### src/rtl/cpu_package.sv
// rtl/cpu_package.sv - shared sequencer state type and phase constants
package cpu_package;

  typedef enum logic [2:0] {IDLE, IF, DE, EX, MA, WB, HALT} seq_state_t;

  localparam int STG_IF = 0;
  localparam int STG_DE = 1;
  localparam int STG_EX = 2;
  localparam int STG_MA = 3;
  localparam int STG_WB = 4;

  localparam int CLOCK_PER_INSTRUCT = 5;

endpackage

### src/rtl/wrap_counter.sv
// rtl/wrap_counter.sv - free-running event counter that wraps at 2^WIDTH
module wrap_counter #(
  parameter int WIDTH = 32
) (
  input  logic             clk,
  input  logic             reset,
  input  logic             inc,
  output logic [WIDTH-1:0] count
);

  always_ff @(posedge clk or posedge reset) begin
    if (reset)
      count <= '0;
    else if (inc)
      count <= count + 1'b1;
  end

endmodule

### src/rtl/cpu_sequencer.sv
// rtl/cpu_sequencer.sv - multi-cycle IF/DE/EX/MA/WB phase controller with halt latch
module cpu_sequencer
  import cpu_package::*;
#(
  parameter int CNT_WIDTH = 32
) (
  input  logic                 clk,
  input  logic                 reset,
  input  logic                 run,
  input  logic                 mem_need,
  input  logic                 mem_ack,
  input  logic                 halt_req,
  input  logic                 rd_write,
  output logic [4:0]           stage_oh,
  output logic                 mem_req,
  output logic                 pc_we,
  output logic                 regfile_we,
  output logic                 halted,
  output logic [CNT_WIDTH-1:0] retired,
  output logic [CNT_WIDTH-1:0] stall_cycles
);

  seq_state_t state, state_next;
  logic       halt_latch, halt_next;

  always_ff @(posedge clk or posedge reset) begin
    if (reset) begin
      state      <= IDLE;
      halt_latch <= 1'b0;
    end else begin
      state      <= state_next;
      halt_latch <= halt_next;
    end
  end

  always_comb begin
    state_next = state;
    halt_next  = halt_latch;
    case (state)
      IDLE: if (run) state_next = IF;
      IF:   state_next = DE;
      DE:   state_next = EX;
      EX: begin
        state_next = MA;
        if (halt_req) halt_next = 1'b1;
      end
      MA:   if (!mem_need || mem_ack) state_next = WB;
      WB: begin
        if (halt_latch)
          state_next = HALT;
        else if (run)
          state_next = IF;
        else
          state_next = IDLE;
      end
      HALT: state_next = HALT;
      default: state_next = IDLE;
    endcase
    // A fresh instruction never inherits a stale halt from the previous one.
    if (state_next == IF) halt_next = 1'b0;
  end

  always_comb begin
    stage_oh = '0;
    case (state)
      IF: stage_oh[STG_IF] = 1'b1;
      DE: stage_oh[STG_DE] = 1'b1;
      EX: stage_oh[STG_EX] = 1'b1;
      MA: stage_oh[STG_MA] = 1'b1;
      WB: stage_oh[STG_WB] = 1'b1;
      default: stage_oh = '0;
    endcase
  end

  assign mem_req    = (state == MA) && mem_need;
  assign pc_we      = (state == WB);
  assign regfile_we = pc_we && rd_write;
  assign halted     = (state == HALT);

  wrap_counter #(.WIDTH(CNT_WIDTH)) u_retired (
    .clk   (clk),
    .reset (reset),
    .inc   (pc_we),
    .count (retired)
  );

  wrap_counter #(.WIDTH(CNT_WIDTH)) u_stalls (
    .clk   (clk),
    .reset (reset),
    .inc   (mem_req && !mem_ack),
    .count (stall_cycles)
  );

endmodule

### config.mk
export PLATFORM = sky130hd
export DESIGN_NAME = cpu_sequencer
export DESIGN_NICKNAME = d
export VERILOG_FILES = /design/src/rtl/cpu_package.sv /design/src/rtl/wrap_counter.sv /design/src/rtl/cpu_sequencer.sv
export SDC_FILE = /design/constraint.sdc
export NUM_CORES = 1
export LEC_CHECK = 0
export ABC_AREA = 0
export BUFFER_PORTS_ARGS = -buffer_cell sky130_fd_sc_hd__buf_4
export CAP_MARGIN = 40
export CORE_MARGIN = 4
export CORE_UTILIZATION = 48
export CTS_CLUSTER_DIAMETER = 60
export DETAILED_ROUTE_END_ITERATION = 12
export GPL_ROUTABILITY_DRIVEN = 1
export PLACE_DENSITY = 0.83
export SLEW_MARGIN = 20
export SYNTH_ARGS = -nofsm -noshare
export SYNTH_HDL_FRONTEND = slang
export SYNTH_SLANG_ARGS = --single-unit
### constraint.sdc
create_clock -name clk -period 2.1 [get_ports clk]
set_input_delay 0.315 -clock clk [delete_from_list [all_inputs] [get_ports clk]]
set_output_delay 0.315 -clock clk [all_outputs]
set_load 0.005 [all_outputs]
==> reports/qor.yml <==
finish:
  area_growth_pct: 28.5
  num-fill-cells: 544
  drive_above_1_share_pct: 31.6
  most-common-layout-cells: "89 x buf_4, 68 x dfrtp_1, 37 x xnor2_1, 25 x xor2_1, 24 x nand2_1"
  final-seq-area_mm2: 0.00170
  utilization_pct: 63.6
  nets: 403
  insertedDiodeCount: 0
  multi_input_area_mm2: 0.00155
  mostFrequentLayoutCell: "buf_4"
clock_network:
  clk_latency_ps: 330
  cts_setup_buffers: 0
  cts_buffers: 9
  clk_path_buf_depth: 2
  htree_levels: 3
  cts_sinks: 68
  postCtsHoldBufs: 0
  post_cts_resized: 0
  cts-root-buf: "clkbuf_8"
  cts_tree: "done"
  clkTransAtPathRegs_ps: 70
global_routing:
  grt_use_met1_pct: 22.6
  grt_start_max_net_pins: 69
  overflow: 0
  gr-max-usage-layer: "met2"
  met2_usage_pct: 30.8
  grt_first_pass_wirelength_mm: 12.4
  grt_pass1_vias: 2606
  grt_use_met3_pct: 5.25
  grt_use_total_pct: 18.2
  antenna_found_initial: 0
place:
  gp_congestion: 0.804
  place_hpwl_mm: 5.28
  io_buffers: 79
power:
  irDropWorstVdd_v: 0.000534
  total_leakage_power_nw: 2.16
  p_per_area_mw_per_mm2: 753
timing:
  fin_crit_sh_pct: 86.8
  setup_tns_ps: 0
  relSlewSlack_pct: 67.2
  setup_viol: 0
  grt_setup_unrepaired: "false"
  hold_viol: 0
  fmax_mhz: 548
  slew_violations: 0
  tightestPinTransition_ps: 488
  min_period_ps: 1820
  fin_worst_skew_ps: 8.92
die:
  coreArea_mm2: 0.00679
  die-area_mm2: 0.00841
  die_w_um: 91.7
  row_count: 30
  num_io_pins: 80
  die_h_um: 91.7
  initial_core_util_pct: 49.5
critical_path:
  startpoint_type: "register"
  r2r-end: "u_stalls.count[13]"
  critPathKind: "register to register"
  r2r_slack_ps: 280
  worst-path-max-fanout: 15
  end_kind: "register"
  cp_slowest_stage_delay_ps: 380
  r2r-start: "state[1]"
  cp_cell_sequence: "and4bb_4 -> nand4_4 -> buf_4 -> nor4_2 -> xor2_1"
  cp-endpoint: "u_stalls.count[13]"
  cp.required_ps: 2350
  setup.worst_path.start: "state[1]"
  ff2ff_path_depth: 5
  cp.arrival_ps: 2080
  cpMaxStageDelayCell: "dfrtp_1"
synthesis:
  synth.avg_cell_area_um2: 11.1
  synth_top_area_cell: "dfrtp_1"
  synthCells: 303
  ys_async_sr_fraction_pct: 100
  ys_types: 40
  synth-seq-area-share_pct: 50.6
  synth.net_count: 312
  netlist_area_mm2: 0.00336
  synth_area_leaders: "dfrtp_1 51%, xnor2_1 9.6%, xor2_1 6.5%"
  netlist.area_leader.share_pct: 50.6
  synth_flop_cell: "dfrtp_1"
  yosys_warnings: 0
  synth-edff-count: 0
  ys_ff_latch: 68
drt:
  wire_per_inst_um: 14.7
  wirelength_mm: 7.30
  dr.pass1.iters: 4
  vias: 2566
  viasPerCell: 5.18
  ant_nets: 0
  drc: 0
  drt_iter0_drc: 52
run:
  drv_cap: 0
hold_path:
  hold_path.class: "primary input to async pin"
outcome:
  status: "finished, final reports clean"
[flip-flops by register name, summed over array words and instances, names as in the netlist]
name,flops
u_stalls.count,32
state,3
u_retired.count,32
halt_latch,1
[per-layer routing]
| metal | share of wire (%) | up-vias |
|---|---|---|
| met5 | 0 | - |
| met4 | 0.79 | 0 |
| met3 | 5.3 | 7 |
| met2 | 49 | 57 |
| met1 | 45 | 1255 |
| li1 | - | 1247 |
[final cells by class]
type | instances | area share [%]
clock buffers | 11 | 3.27
well taps | 96 | 2.78
inverters | 13 | 1.13
multi-input cells | 212 | 35.8
clock inverters | 5 | 1.74
repair buffers | 90 | 15.9
flip-flops and latches | 68 | 39.4
[through the flow]
stage          setup slack (ps)  hold slack, ps  cell area, um2  cells  power (mW)
2_1_floorplan              73.5             465            3360    303        1.87
3_3_place_gp                268             423            4110    479        2.09
3_5_place_dp                155             425            4110    479        2.11
4_1_cts                     254            56.5            4320    495        3.30
5_1_grt                     138            69.1            4320    495        3.42
6_report                    277            56.8            4320    495        3.25
[worst min path at each step]
| stage | start | cells after the start | end |
|---|---|---|---|
| after floorplan | u_stalls.count[31] | 1 | u_stalls.count[31] |
| after global routing | reset | 3 | u_retired.count[4] |
| after global placement | reset | 3 | state[2] |
| after CTS | reset | 3 | u_retired.count[2] |
| final | reset | 3 | u_retired.count[1] |
| after detailed placement | reset | 3 | u_retired.count[2] |
[worst max-delay path, delay by kind of cell, from the launching register on]
kind                      cells  cell delay (ps)
buffers and inverters         1              290
xor gates and xnor gates      1              180
and+or+nand+nor               3              910
DFF                           1              380
[kinds of logic (layout without fill, tap and decap cells)]
| family | count (synthesis) | in the layout | synth area share [%] |
|---|---|---|---|
| AOI/OAI and AO/OA | 7 | 7 | 1.38 |
| xor gates and xnor gates | 62 | 62 | 16.1 |
| adders and majority gates | 2 | 2 | 0.744 |
| buffers and inverters | 23 | 119 | 3.39 |
| DFF | 68 | 68 | 50.6 |
| muxes | 1 | 1 | 0.335 |
| and+or+nand+nor | 140 | 140 | 27.4 |
[report_power, final]
part           internal [mW]  total [mW]  leakage, nW  switching (mW)
sequential              1.40        1.49        0.906          0.0910
combinational          0.300       0.595         1.14           0.295
clock                  0.696        1.17        0.113           0.476
total                   2.39        3.25         2.16           0.862
[cell usage after synthesis (all sizes together), types with 3 or more instances]
| master | count |
|---|---|
| nor4b | 3 |
| nand4 | 25 |
| and4 | 5 |
| nand3 | 16 |
| nand2 | 24 |
| and3 | 7 |
| nor4 | 15 |
| inv | 13 |
| nor3 | 9 |
| nor2 | 17 |
| dfrtp | 68 |
| buf | 8 |
| xnor2 | 37 |
| xor2 | 25 |
| and2 | 7 |
(Power assumes the default switching activity.)
